==> config.mk <==
export PLATFORM = sky130hd
export DESIGN_NAME = io_responder
export DESIGN_NICKNAME = d
export VERILOG_FILES = /design/src/rtl/io_pkg.sv /design/src/rtl/io_responder_uart_tx_shifter.sv /design/src/rtl/io_responder.sv
export SDC_FILE = /design/constraint.sdc
export NUM_CORES = 1
export LEC_CHECK = 0
export BUFFER_PORTS_ARGS = -buffer_cell sky130_fd_sc_hd__buf_4
export CELL_PAD_IN_SITES_DETAIL_PLACEMENT = 1
export CELL_PAD_IN_SITES_GLOBAL_PLACEMENT = 1
export CORE_MARGIN = 10
export CORE_UTILIZATION = 45
export CTS_BUF_LIST = sky130_fd_sc_hd__clkbuf_16
export CTS_CLUSTER_SIZE = 8
export DETAILED_ROUTE_END_ITERATION = 10
export PLACE_DENSITY = 0.83
export SYNTH_ARGS = -nofsm -noshare
export SYNTH_HDL_FRONTEND = slang
export SYNTH_SLANG_ARGS = --single-unit
==> constraint.sdc <==
create_clock -name clk -period 8.8 [get_ports clk]
set_clock_uncertainty 0.1 [all_clocks]
set_input_delay 0.44 -clock clk [delete_from_list [all_inputs] [get_ports clk]]
set_output_delay 0.44 -clock clk [all_outputs]
set_load 0.01 [all_outputs]
==> src/rtl/io_pkg.sv <==
// io_pkg: shared constants and helpers for the IO responder slice.
//   - Word indices of the IO register map (address bits [5:2]).
//   - Bit positions inside the UART status word.
//   - Address bit that selects the IO page.
//   - pack_status(): assembles the UART status word from its fields.
package io_pkg;

  typedef logic [3:0] word_idx_t;

  localparam int IO_PAGE_BIT = 22;

  localparam word_idx_t IO_LEDS        = 4'd0;
  localparam word_idx_t IO_UART_DATA   = 4'd1;
  localparam word_idx_t IO_UART_STATUS = 4'd2;
  localparam word_idx_t IO_TIMER       = 4'd3;

  localparam int ST_BUSY    = 0;
  localparam int ST_FULL    = 1;
  localparam int ST_OVF     = 2;
  localparam int ST_CNT_LSB = 8;

  // Status word layout: busy/full/overflow flags plus the 8-bit FIFO count.
  function automatic logic [31:0] pack_status(input logic busy, input logic full,
                                              input logic ovf, input logic [7:0] cnt);
    logic [31:0] w;
    w                   = 32'h0000_0000;
    w[ST_BUSY]          = busy;
    w[ST_FULL]          = full;
    w[ST_OVF]           = ovf;
    w[ST_CNT_LSB +: 8]  = cnt;
    return w;
  endfunction

endpackage

==> src/rtl/io_responder_uart_tx_shifter.sv <==
// uart_tx_shifter: 8N1 UART transmitter fed from a byte FIFO.
//   clk     in   system clock
//   reset   in   asynchronous active-high reset (txd forced high)
//   tx_byte in   byte at the FIFO head
//   valid   in   FIFO non-empty
//   ready   out  pop strobe: the head byte is consumed at the next edge
//   txd     out  serial line, idle high
//   active  out  a frame is in progress
// Each bit lasts DIV cycles. When the stop bit ends and another byte is
// waiting, the next start bit follows with no idle gap.
module uart_tx_shifter #(
  parameter int DIV = 2
) (
  input  logic       clk,
  input  logic       reset,
  input  logic [7:0] tx_byte,
  input  logic       valid,
  output logic       ready,
  output logic       txd,
  output logic       active
);

  localparam int CW = $clog2(DIV);

  localparam logic [1:0] S_IDLE  = 2'd0;
  localparam logic [1:0] S_START = 2'd1;
  localparam logic [1:0] S_DATA  = 2'd2;
  localparam logic [1:0] S_STOP  = 2'd3;

  logic [1:0]    state_r;
  logic [CW-1:0] baud_cnt_r;
  logic [2:0]    bit_cnt_r;
  logic [7:0]    shreg_r;
  logic          txd_r;
  logic          baud_last_s;

  assign baud_last_s = (baud_cnt_r == CW'(DIV - 1));
  // A byte is taken either from idle or in the final cycle of a stop bit.
  assign ready  = valid & ((state_r == S_IDLE) | ((state_r == S_STOP) & baud_last_s));
  assign txd    = txd_r;
  assign active = (state_r != S_IDLE);

  // Frame sequencer: start bit, eight data bits LSB first, stop bit.
  always_ff @(posedge clk or posedge reset) begin
    if (reset) begin
      state_r    <= S_IDLE;
      baud_cnt_r <= {CW{1'b0}};
      bit_cnt_r  <= 3'd0;
      shreg_r    <= 8'h00;
      txd_r      <= 1'b1;
    end else begin
      case (state_r)
        S_IDLE: begin
          baud_cnt_r <= {CW{1'b0}};
          if (valid) begin
            state_r <= S_START;
            shreg_r <= tx_byte;
            txd_r   <= 1'b0;
          end else begin
            txd_r   <= 1'b1;
          end
        end
        S_START: begin
          if (baud_last_s) begin
            state_r    <= S_DATA;
            bit_cnt_r  <= 3'd0;
            baud_cnt_r <= {CW{1'b0}};
            txd_r      <= shreg_r[0];
            shreg_r    <= {1'b0, shreg_r[7:1]};
          end else begin
            baud_cnt_r <= baud_cnt_r + CW'(1);
          end
        end
        S_DATA: begin
          if (baud_last_s) begin
            baud_cnt_r <= {CW{1'b0}};
            if (bit_cnt_r == 3'd7) begin
              state_r <= S_STOP;
              txd_r   <= 1'b1;
            end else begin
              bit_cnt_r <= bit_cnt_r + 3'd1;
              txd_r     <= shreg_r[0];
              shreg_r   <= {1'b0, shreg_r[7:1]};
            end
          end else begin
            baud_cnt_r <= baud_cnt_r + CW'(1);
          end
        end
        S_STOP: begin
          if (baud_last_s) begin
            baud_cnt_r <= {CW{1'b0}};
            if (valid) begin
              state_r <= S_START;
              shreg_r <= tx_byte;
              txd_r   <= 1'b0;
            end else begin
              state_r <= S_IDLE;
              txd_r   <= 1'b1;
            end
          end else begin
            baud_cnt_r <= baud_cnt_r + CW'(1);
          end
        end
        default: begin
          state_r    <= S_IDLE;
          baud_cnt_r <= {CW{1'b0}};
          txd_r      <= 1'b1;
        end
      endcase
    end
  end

endmodule

==> src/rtl/io_responder.sv <==
// io_responder: memory-mapped IO target on the core's IO port.
//   clk           in   system clock
//   reset         in   asynchronous active-high reset
//   IO_mem_addr   in   byte address; bit 22 selects the IO page, [5:2] word
//   IO_mem_wdata  in   write data
//   IO_mem_wr     in   one-cycle write strobe
//   IO_mem_rdata  out  read data, combinational from address and state
//   leds          out  LED register
//   uart_txd      out  UART serial output, idle high
// Register map: 0 LEDS (R/W), 1 UART_DATA (W, pushes a byte),
// 2 UART_STATUS (R; write with bit2 set clears overflow), 3 TIMER (R).
module io_responder
  import io_pkg::*;
#(
  parameter int CLK_FREQ_HZ = 50000000,
  parameter int BAUD        = 115200,
  parameter int FIFO_DEPTH  = 8,
  parameter int LED_W       = 5
) (
  input  logic             clk,
  input  logic             reset,
  input  logic [31:0]      IO_mem_addr,
  input  logic [31:0]      IO_mem_wdata,
  input  logic             IO_mem_wr,
  output logic [31:0]      IO_mem_rdata,
  output logic [LED_W-1:0] leds,
  output logic             uart_txd
);

  localparam int DIV_C = CLK_FREQ_HZ / BAUD;
  localparam int AW    = $clog2(FIFO_DEPTH);
  localparam int CNTW  = AW + 1;

  if (DIV_C < 2) begin : g_bad_div
    $error("io_responder: CLK_FREQ_HZ/BAUD must be at least 2");
  end
  if ((FIFO_DEPTH < 2) || (FIFO_DEPTH > 256) || ((FIFO_DEPTH & (FIFO_DEPTH - 1)) != 0)) begin : g_bad_depth
    $error("io_responder: FIFO_DEPTH must be a power of two in 2..256");
  end
  if ((LED_W < 1) || (LED_W > 32)) begin : g_bad_led_w
    $error("io_responder: LED_W must be in 1..32");
  end

  logic             sel_s;
  word_idx_t        idx_s;
  logic             wr_en_s;
  logic             push_req_s;
  logic             push_ok_s;
  logic             pop_s;
  logic             ovf_set_s;
  logic             ovf_clr_s;
  logic             fifo_valid_s;
  logic             full_s;
  logic             tx_active_s;
  logic [31:0]      rdata_s;
  logic             unused_s;

  logic [LED_W-1:0] leds_r;
  logic [31:0]      timer_r;
  logic             ovf_r;
  logic [AW-1:0]    wr_ptr_r;
  logic [AW-1:0]    rd_ptr_r;
  logic [CNTW-1:0]  count_r;
  logic [7:0]       fifo_mem_r [FIFO_DEPTH];

  assign sel_s        = IO_mem_addr[IO_PAGE_BIT];
  assign idx_s        = IO_mem_addr[5:2];
  assign wr_en_s      = IO_mem_wr & sel_s;
  assign push_req_s   = wr_en_s & (idx_s == IO_UART_DATA);
  assign ovf_clr_s    = wr_en_s & (idx_s == IO_UART_STATUS) & IO_mem_wdata[ST_OVF];
  assign fifo_valid_s = (count_r != {CNTW{1'b0}});
  assign full_s       = (count_r == CNTW'(FIFO_DEPTH));
  // A full FIFO still takes a byte when the shifter pops in the same cycle.
  assign push_ok_s    = push_req_s & (~full_s | pop_s);
  assign ovf_set_s    = push_req_s & ~push_ok_s;

  // Address bits outside the decode and data bits no register keeps.
  assign unused_s = ^{IO_mem_addr[31:23], IO_mem_addr[21:6], IO_mem_addr[1:0], IO_mem_wdata};

  // LED register, loaded by writes to word 0.
  always_ff @(posedge clk or posedge reset) begin
    if (reset) begin
      leds_r <= {LED_W{1'b0}};
    end else if (wr_en_s && (idx_s == IO_LEDS)) begin
      leds_r <= IO_mem_wdata[LED_W-1:0];
    end else begin
      leds_r <= leds_r;
    end
  end

  // Free-running cycle timer, wraps naturally at 32 bits.
  always_ff @(posedge clk or posedge reset) begin
    if (reset) begin
      timer_r <= 32'h0000_0000;
    end else begin
      timer_r <= timer_r + 32'd1;
    end
  end

  // Sticky overflow flag; a dropped byte takes priority over a clear.
  always_ff @(posedge clk or posedge reset) begin
    if (reset) begin
      ovf_r <= 1'b0;
    end else if (ovf_set_s) begin
      ovf_r <= 1'b1;
    end else if (ovf_clr_s) begin
      ovf_r <= 1'b0;
    end else begin
      ovf_r <= ovf_r;
    end
  end

  // FIFO storage; contents need no reset since the pointers define validity.
  always_ff @(posedge clk) begin
    if (push_ok_s) begin
      fifo_mem_r[wr_ptr_r] <= IO_mem_wdata[7:0];
    end
  end

  // FIFO pointers and occupancy; pointers wrap modulo the power-of-two depth.
  always_ff @(posedge clk or posedge reset) begin
    if (reset) begin
      wr_ptr_r <= {AW{1'b0}};
      rd_ptr_r <= {AW{1'b0}};
      count_r  <= {CNTW{1'b0}};
    end else begin
      if (push_ok_s) begin
        wr_ptr_r <= wr_ptr_r + AW'(1);
      end else begin
        wr_ptr_r <= wr_ptr_r;
      end
      if (pop_s) begin
        rd_ptr_r <= rd_ptr_r + AW'(1);
      end else begin
        rd_ptr_r <= rd_ptr_r;
      end
      if (push_ok_s && !pop_s) begin
        count_r <= count_r + CNTW'(1);
      end else if (pop_s && !push_ok_s) begin
        count_r <= count_r - CNTW'(1);
      end else begin
        count_r <= count_r;
      end
    end
  end

  uart_tx_shifter #(
    .DIV (DIV_C)
  ) u_tx (
    .clk     (clk),
    .reset   (reset),
    .tx_byte (fifo_mem_r[rd_ptr_r]),
    .valid   (fifo_valid_s),
    .ready   (pop_s),
    .txd     (uart_txd),
    .active  (tx_active_s)
  );

  // Read mux: the core samples it in the same cycle, so no side effects.
  always_comb begin
    rdata_s = 32'h0000_0000;
    if (sel_s) begin
      case (idx_s)
        IO_LEDS:        rdata_s = 32'(leds_r);
        IO_UART_STATUS: rdata_s = pack_status(fifo_valid_s | tx_active_s, full_s, ovf_r, 8'(count_r));
        IO_TIMER:       rdata_s = timer_r;
        default:        rdata_s = 32'h0000_0000;
      endcase
    end else begin
      rdata_s = 32'h0000_0000;
    end
  end

  assign IO_mem_rdata = rdata_s;
  assign leds         = leds_r;

endmodule

# Word level (Yosys, flattened, before mapping)
# Memories as Yosys holds them, arrays and structs flattened.
# Index checks and enable logic that the tools add are counted.
dict set report word_totals {
  regBits 71
  ramBits 64
  out_inout_bits 38
  wordCells 97
  memories 1
}
dict set report op_classes {
  n_addsub 7
  eq_ne 15
  muxes 33
  n_bitwise 13
  n_reduce_logical 17
}
# name depth width read_ports rd_clocked_by_memory_dff write_ports line_no
set memory_table {}
lappend memory_table {fifo_mem_r 8 8 1 0 1 io_responder.sv:64} ;# logic [7:0] fifo_mem_r [FIFO_DEPTH];
# cell n
set op_table {}
lappend op_table {{32-bit one-hot mux with 3 select lines} 1}
lappend op_table {{8-bit two-way mux} 5}
lappend op_table {{32-bit by 1-bit adder with 32-bit output, second input constant} 1}
lappend op_table {{32-bit two-way mux} 1}
lappend op_table {{8-bit one-hot mux with 4 select lines} 1}
lappend op_table {{9-bit one-hot mux with 2 select lines} 1}
lappend op_table {{1-bit two-way mux} 10}
lappend op_table {{2-bit two-way mux} 5}
lappend op_table {{3-bit by 1-bit adder with 3-bit output, second input constant} 3}
lappend op_table {{9-bit by 1-bit adder with 9-bit output, second input constant} 1}
lappend op_table {{9-bit equality test, second input constant} 1}
lappend op_table {{3-bit two-way mux} 3}
lappend op_table {{9-bit two-way mux} 1}
lappend op_table {{1-bit AND} 8}
lappend op_table {{4-bit by 2-bit equality test with 1-bit output, second input constant} 2}
lappend op_table {{4-bit two-way mux} 2}
lappend op_table {{2-bit by 1-bit inequality test with 1-bit output, second input constant} 4}
lappend op_table {{2-bit one-hot mux with 4 select lines} 1}
lappend op_table {{4-bit AND reduction} 2}
lappend op_table {{2-bit nonzero test} 4}
lappend op_table {{3-bit one-hot mux with 2 select lines} 1}
lappend op_table {{5-bit AND reduction} 1}
lappend op_table {{4-bit by 1-bit adder with 4-bit output, second input constant} 1}
lappend op_table {{2-bit equality test, second input constant} 2}
lappend op_table {{16 further kinds} 23}

# Longest topological paths before layout
dict set report logic_depth {
  depth_word 10
  ltp_mapped 13
}

# Cells and area by module
# A second synthesis with hierarchy kept.
dict set report hier_totals {
  hier_cells 468
  area_unflattened_um2 6318.6
}
# mod n_inst cells_per_inst area_per_inst_um2 seq_area_each_um2
set by_module_without_submodules {}
lappend by_module_without_submodules {io_responder 1 349 5013.6 3123.0}
lappend by_module_without_submodules {uart_tx_shifter 1 119 1305.0 576.8}

# Worst setup path after synthesis
# No wires, ideal clock.
dict set report synth_timing {
  kind {register to register}
  start {reg count_r[0]}
  end {reg count_r[3]}
  arrival_ns 2.605
  required_time_ns 8.620
  path_slack_ns 6.015
  stages_incl_launch_ff 12
  period_less_slack_ns 2.785
  path_cell_list {dfrtp_1 > or4b_1 > buf_2 > o21ai_4 > inv_1 > ha_1 > inv_1 > ha_1 > a21o_1 > a21oi_1 > mux2i_1 > xnor2_1}
}
dict set report synth_via {
  elab_chain_cells 7
}
# item line_no
set synth_lines {}
lappend synth_lines {{start, declared} io_responder.sv:63} ;# logic [CNTW-1:0] count_r;
lappend synth_lines {{start signal, assigned} io_responder.sv:125} ;# count_r <= {CNTW{1'b0}};
lappend synth_lines {{start signal, assigned} io_responder.sv:138} ;# count_r <= count_r + CNTW'(1);
lappend synth_lines {{start signal, assigned} io_responder.sv:140} ;# count_r <= count_r - CNTW'(1);
lappend synth_lines {{4-bit nonzero test or 4-bit equality test (tied branches)} {io_responder.sv:71, io_responder.sv:72}}
lappend synth_lines {{1-bit AND or 1-bit inverter (tied branches)} {io_responder_uart_tx_shifter.sv:39, io_responder.sv:74}}
lappend synth_lines {{1-bit OR *} io_responder.sv:74} ;# assign push_ok_s = push_req_s & (~full_s | pop_s);
lappend synth_lines {{1-bit AND *} io_responder.sv:74}
lappend synth_lines {{net push_ok_s} io_responder.sv:48} ;# logic push_ok_s;
lappend synth_lines {{1-bit zero test} io_responder.sv:139} ;# end else if (pop_s && !push_ok_s) begin
lappend synth_lines {{1-bit logical AND} io_responder.sv:139}
lappend synth_lines {{2-bit nonzero test (no line)} -}
# Mark *: on every way through the listed nets, which the timed path passes. The rest lies on a longest branch. The select of a mux whose other input is x is not followed.
# A chain may end at the register's enable or synchronous reset.

# Worst setup path after layout
dict set report layout_timing {
  start {reg u_tx.baud_cnt_r[0]}
  end {reg count_r[3]}
}
dict set report layout_via {
  elab_chain_cells 9
}
# item line_no
set layout_lines {}
lappend layout_lines {{start, declared} io_responder_uart_tx_shifter.sv:31} ;# logic [CW-1:0] baud_cnt_r;
lappend layout_lines {{start signal, assigned} io_responder_uart_tx_shifter.sv:47} ;# baud_cnt_r <= {CW{1'b0}};
lappend layout_lines {{start signal, assigned} io_responder_uart_tx_shifter.sv:54} ;# baud_cnt_r <= {CW{1'b0}};
lappend layout_lines {{start signal, assigned} io_responder_uart_tx_shifter.sv:67} ;# baud_cnt_r <= {CW{1'b0}};
lappend layout_lines {{9-bit equality test *} io_responder_uart_tx_shifter.sv:37} ;# assign baud_last_s = (baud_cnt_r == CW'(DIV - 1));
lappend layout_lines {{1-bit AND *} io_responder_uart_tx_shifter.sv:39} ;# assign ready = valid & ((state_r == S_IDLE) | ((state_r == S_STOP) & baud_last_s));
lappend layout_lines {{1-bit OR *} io_responder_uart_tx_shifter.sv:39}
lappend layout_lines {{1-bit AND *} io_responder_uart_tx_shifter.sv:39}
lappend layout_lines {{1-bit OR *} io_responder.sv:74}
lappend layout_lines {{1-bit AND *} io_responder.sv:74}
lappend layout_lines {{net push_ok_s} io_responder.sv:48}
lappend layout_lines {{1-bit zero test} io_responder.sv:139}
lappend layout_lines {{1-bit logical AND} io_responder.sv:139}
lappend layout_lines {{2-bit nonzero test (no line)} -}
lappend layout_lines {{end signal, assigned} io_responder.sv:138}
lappend layout_lines {{end signal, assigned} io_responder.sv:140}
lappend layout_lines {{end signal, assigned} io_responder.sv:142} ;# count_r <= count_r;
# Mark *: on every way through the listed nets, which the timed path passes. The rest lies on a longest branch.

==> results.md <==
- The congestion estimate from routability-driven global placement came to around 0.76.
- The hold buffer count at CTS is 0.
- The worst slew margin relative to its limit is 0.313.
- The post-synthesis register bit count is around 140.
- The post-layout instance area is approximately 0.0075 mm2.
- The remaining routing DRC violations is 0.
- In the final design database the tool counted ~610 nets.
- The fraction of met3 tracks used by global routing is 0.0459.
- When the netlist entered floorplanning its net count stood at between 500 and 600.
- Counting flops with a built-in enable in the synthesized netlist gives between 60 and 70.
- The reg2reg setup slack is around 5.6 ns.
- During placement, the flow inserted port buffers numbering 53.
- VDD sags by at most around 0.16 mV.
- The clock tree from TritonCTS is done.
- The first-pass GRT wire length is 24400 um.
- The Yosys step of the flow raised 0 warnings.
- Of the post-synthesis cell area, the dominant cell type holds 0.304.
- The area of the core is between 0.01 and 0.015 mm2.
- The via density per instance is around 5.6.
- The actual transition at the worst max-transition pin is about 1.0 ns.
- The final wirelength is about 15000 um.
- The H-tree was split into 4 levels.
- For the worst setup path, the data arrival time is roughly 3.4 ns.
- Buffers inserted during clock tree synthesis total 17.
- By instance count, the cell type seen most on the critical path is ha_1.
- The leading cell type by number of instances after synthesis is dfrtp_1.
- The met1 routing resource usage after global routing is 0.186.
- Summed over all failing endpoints, the final setup total negative slack is 0 ns.
- Detailed routing inserted a total of between 4000 and 5000 vias.
- The number of library cell types mapped by synthesis is 59.
- The critical path startpoint category is a flop.
- By area the synthesized netlist is led by edfxtp_1 30%, dfrtp_1 28%, xnor2_1 4.9%.
- The final count of hold timing violations is 0.
- The setup path with the least slack is of type flop to flop.
- Traced cell by cell, the critical path runs through ha_1 -> and4b_1 -> a31o_2 -> o21ai_4 -> inv_1 -> ha_1 -> inv_1 -> ha_1 -> a21o_1 -> a21oi_1 -> mux2i_1 -> xnor2_1.
- For this block, the initial DRC count from the detailed router was 249.
- For this run, global-route usage on met2 was measured as 0.272.
- The sequential area share after synthesis is 0.586.
- The worst setup path is captured at a flop.
- The cell area after placement is 0.00687 mm2.
- Pin placement for this block handled roughly 110 I/O pins.
- The number of gates resized after CTS was 0.
- In the global route stage, overall resource usage came out at 0.159.
- At the later pin of the worst-skew pair, clock insertion delay measures approximately 0.43 ns.
- The horizontal extent of the die is 138 um.
- For this configuration, the core starts out at a cell density of 0.457.
- The maximum fanout along the worst path is 7.
- Summed over all layers, the global routing overflow is 0.
- The share of final-layout standard cells stronger than drive strength 1 is 0.229.
- The first detailed-routing pass took 4 iterations.
- The cell accounting for the most synthesized area is edfxtp_1.
- After legalization and detailed placement, the total HPWL measured about 9900 um.
- In the synthesized netlist, the cells that appear most often are 70 x dfrtp_1, 64 x edfxtp_1, 35 x xnor2_1.
- The type of the worst min-delay path is input port to flop.
- The initial antenna violation count is 0.
- After floorplanning, the core was divided into 43 placement rows.
- Setup violations remaining at the end of the flow were counted as 0.
- The maximum number of buffers from clock root to sink is 2.
- Counting flops with an async set or reset pin after synthesis yields a share of 0.526.
- Setup repair after global routing left no endpoint under its margin.
- The via count of the first global-routing pass is between 4000 and 5000.
- The global routing's busiest layer is met2.
- Measured along the y axis, the die boundary spans between 100 and 150 um.
- The largest stage delay on the critical path is 0.44 ns.
- Clock tree synthesis found a total of about 140 sinks.
- The total die area is around 0.019 mm2.
- The count of nets left with antenna violations once routing finished came out at 0.
- The cell chosen for the clock root is clkbuf_16.
- After detailed routing, the average wire length per cell comes to between 20 and 25 um.
- The number of pins exceeding their max-slew limit in the final report was 0.
- The slowest stage of the critical path belongs to the cell dfrtp_1.
- The prevailing post-synth register cell is dfrtp_1.
- Across the run, the number of max-cap violations was 0.
- For this design the static power due to leakage is 3.09 nW.
- The number of cells produced by synthesis is 465.
- The average cell area after synthesis is 13.6 um2.
- The number of antenna cells inserted is 0.
- From synthesis to final layout, the design area changed by 18.4%.
- For the worst setup path, the data required time is approximately 9.0 ns.
- The clock-pin slew on the worst setup and hold paths is ~0.070 ns.
- After layout, the minimum clock period comes to 3.20 ns.
- Of the available clock period, the critical path in the final layout requires 0.364.
- In this run the cell area of the synthesized design comes to roughly 0.0063 mm2.
- The fmax is around 310 MHz.
- The pin count of the biggest net entering global routing is slightly above 70.
- The total power per unit cell area is a little over 200 mW/mm2.
- Buffers added to address setup during post-CTS repair amount to 0.
- The run finished with clean final reports.
[cell type report]
cell class / count / area, um2
Multi-Input combinational cell: 298 / 2450
Inverter: 14 / 52.6
Fill cell: 1339 / 6350
Clock buffer: 17 / 425
Sequential cell: 135 / 3700
Timing Repair Buffer: 59 / 443
Clock inverter: 15 / 179
Tap cell: 180 / 225
[report_power, final]
group          switching (mW)  leakage, nW  total (mW)  internal [mW]
clock network           0.305        0.292       0.734          0.429
logic                  0.0464         1.31      0.0886         0.0423
registers              0.0285         1.49       0.707          0.678
[per-stage QoR]
| stage | util | setup slack [ns] | power [mW] | hold slack [ns] | std cells |
|---|---|---|---|---|---|
| floorplan | - | 6.01 | 0.765 | 0.338 | 465 |
| global placement | 0.497 | 5.81 | 0.795 | 0.355 | 686 |
| detailed placement | 0.497 | 5.68 | 0.804 | 0.380 | 686 |
| CTS | 0.541 | 5.58 | 1.54 | 0.133 | 718 |
| global route | 0.541 | 5.43 | 1.58 | 0.144 | 718 |
| finish | 0.541 | 5.60 | 1.53 | 0.149 | 718 |
[flip-flops by register name (all words and copies together) (netlist names), 4 cells and up]
register	cells
count_r	4
u_tx.baud_cnt_r	9
leds	5
fifo_mem_r	64
timer_r	32
u_tx.shreg_r	8
[worst max-delay path: cells and delay by family, from the launching register on]
family	cells	cell delay, ns
AOI/OAI and AO/OA	4	0.97
xor gates and xnor gates	1	0.16
adders and majority gates	3	0.73
buffers and inverters	2	0.22
DFF	1	0.44
muxes	1	0.26
and+or+nand+nor	1	0.25
[final timing paths]
kind / startpoint / to / depth (start not counted)
max: u_tx.baud_cnt_r[0] / count_r[3] / 12
min reg2reg: timer_r[31] / timer_r[31] / 1
max in group asynchronous: reset / timer_r[1] / 3
min in group asynchronous: reset / u_tx.baud_cnt_r[5] / 3
max reg2reg: u_tx.baud_cnt_r[0] / count_r[3] / 12
min: IO_mem_wdata[7] / fifo_mem_r[7][7] / 1
[layout by cell type, fill, tap and decap left out, types with 7 or more instances in the layout]
master,count
buf_4,59
mux2i_1,14
mux2_2,15
xor2_1,7
nand4_1,15
edfxtp_1,64
mux4_1,11
dfrtp_1,70
ha_1,15
nor2_1,28
nand2_1,17
inv_6,7
xnor2_1,35
nor3_1,7
a21oi_1,7
and2_1,26
nand3_1,22
and3_1,7
inv_1,13
clkbuf_16,17
o21ai_0,12
[layer usage]
metal	routed length [um]	up-vias
li1	-	1845
met1	6230	2081
met2	7890	96
met3	673	22
met4	257	0
met5	0	-
[cell families (layout without fill, tap and decap cells)]
kind of cell	count (synthesis)	count (layout)	share of synthesized area
multiplexers	45	45	0.111
flip-flops	135	135	0.586
AND/OR/NAND/NOR	145	145	0.130
XOR/XNOR	42	42	0.0583
AO/OA/AOI/OAI	50	50	0.0553
buffers and inverters	32	105	0.0258
adder cells (fa/ha/maj)	16	16	0.0329
No activity file was read; power rests on OpenSTA's default activity.
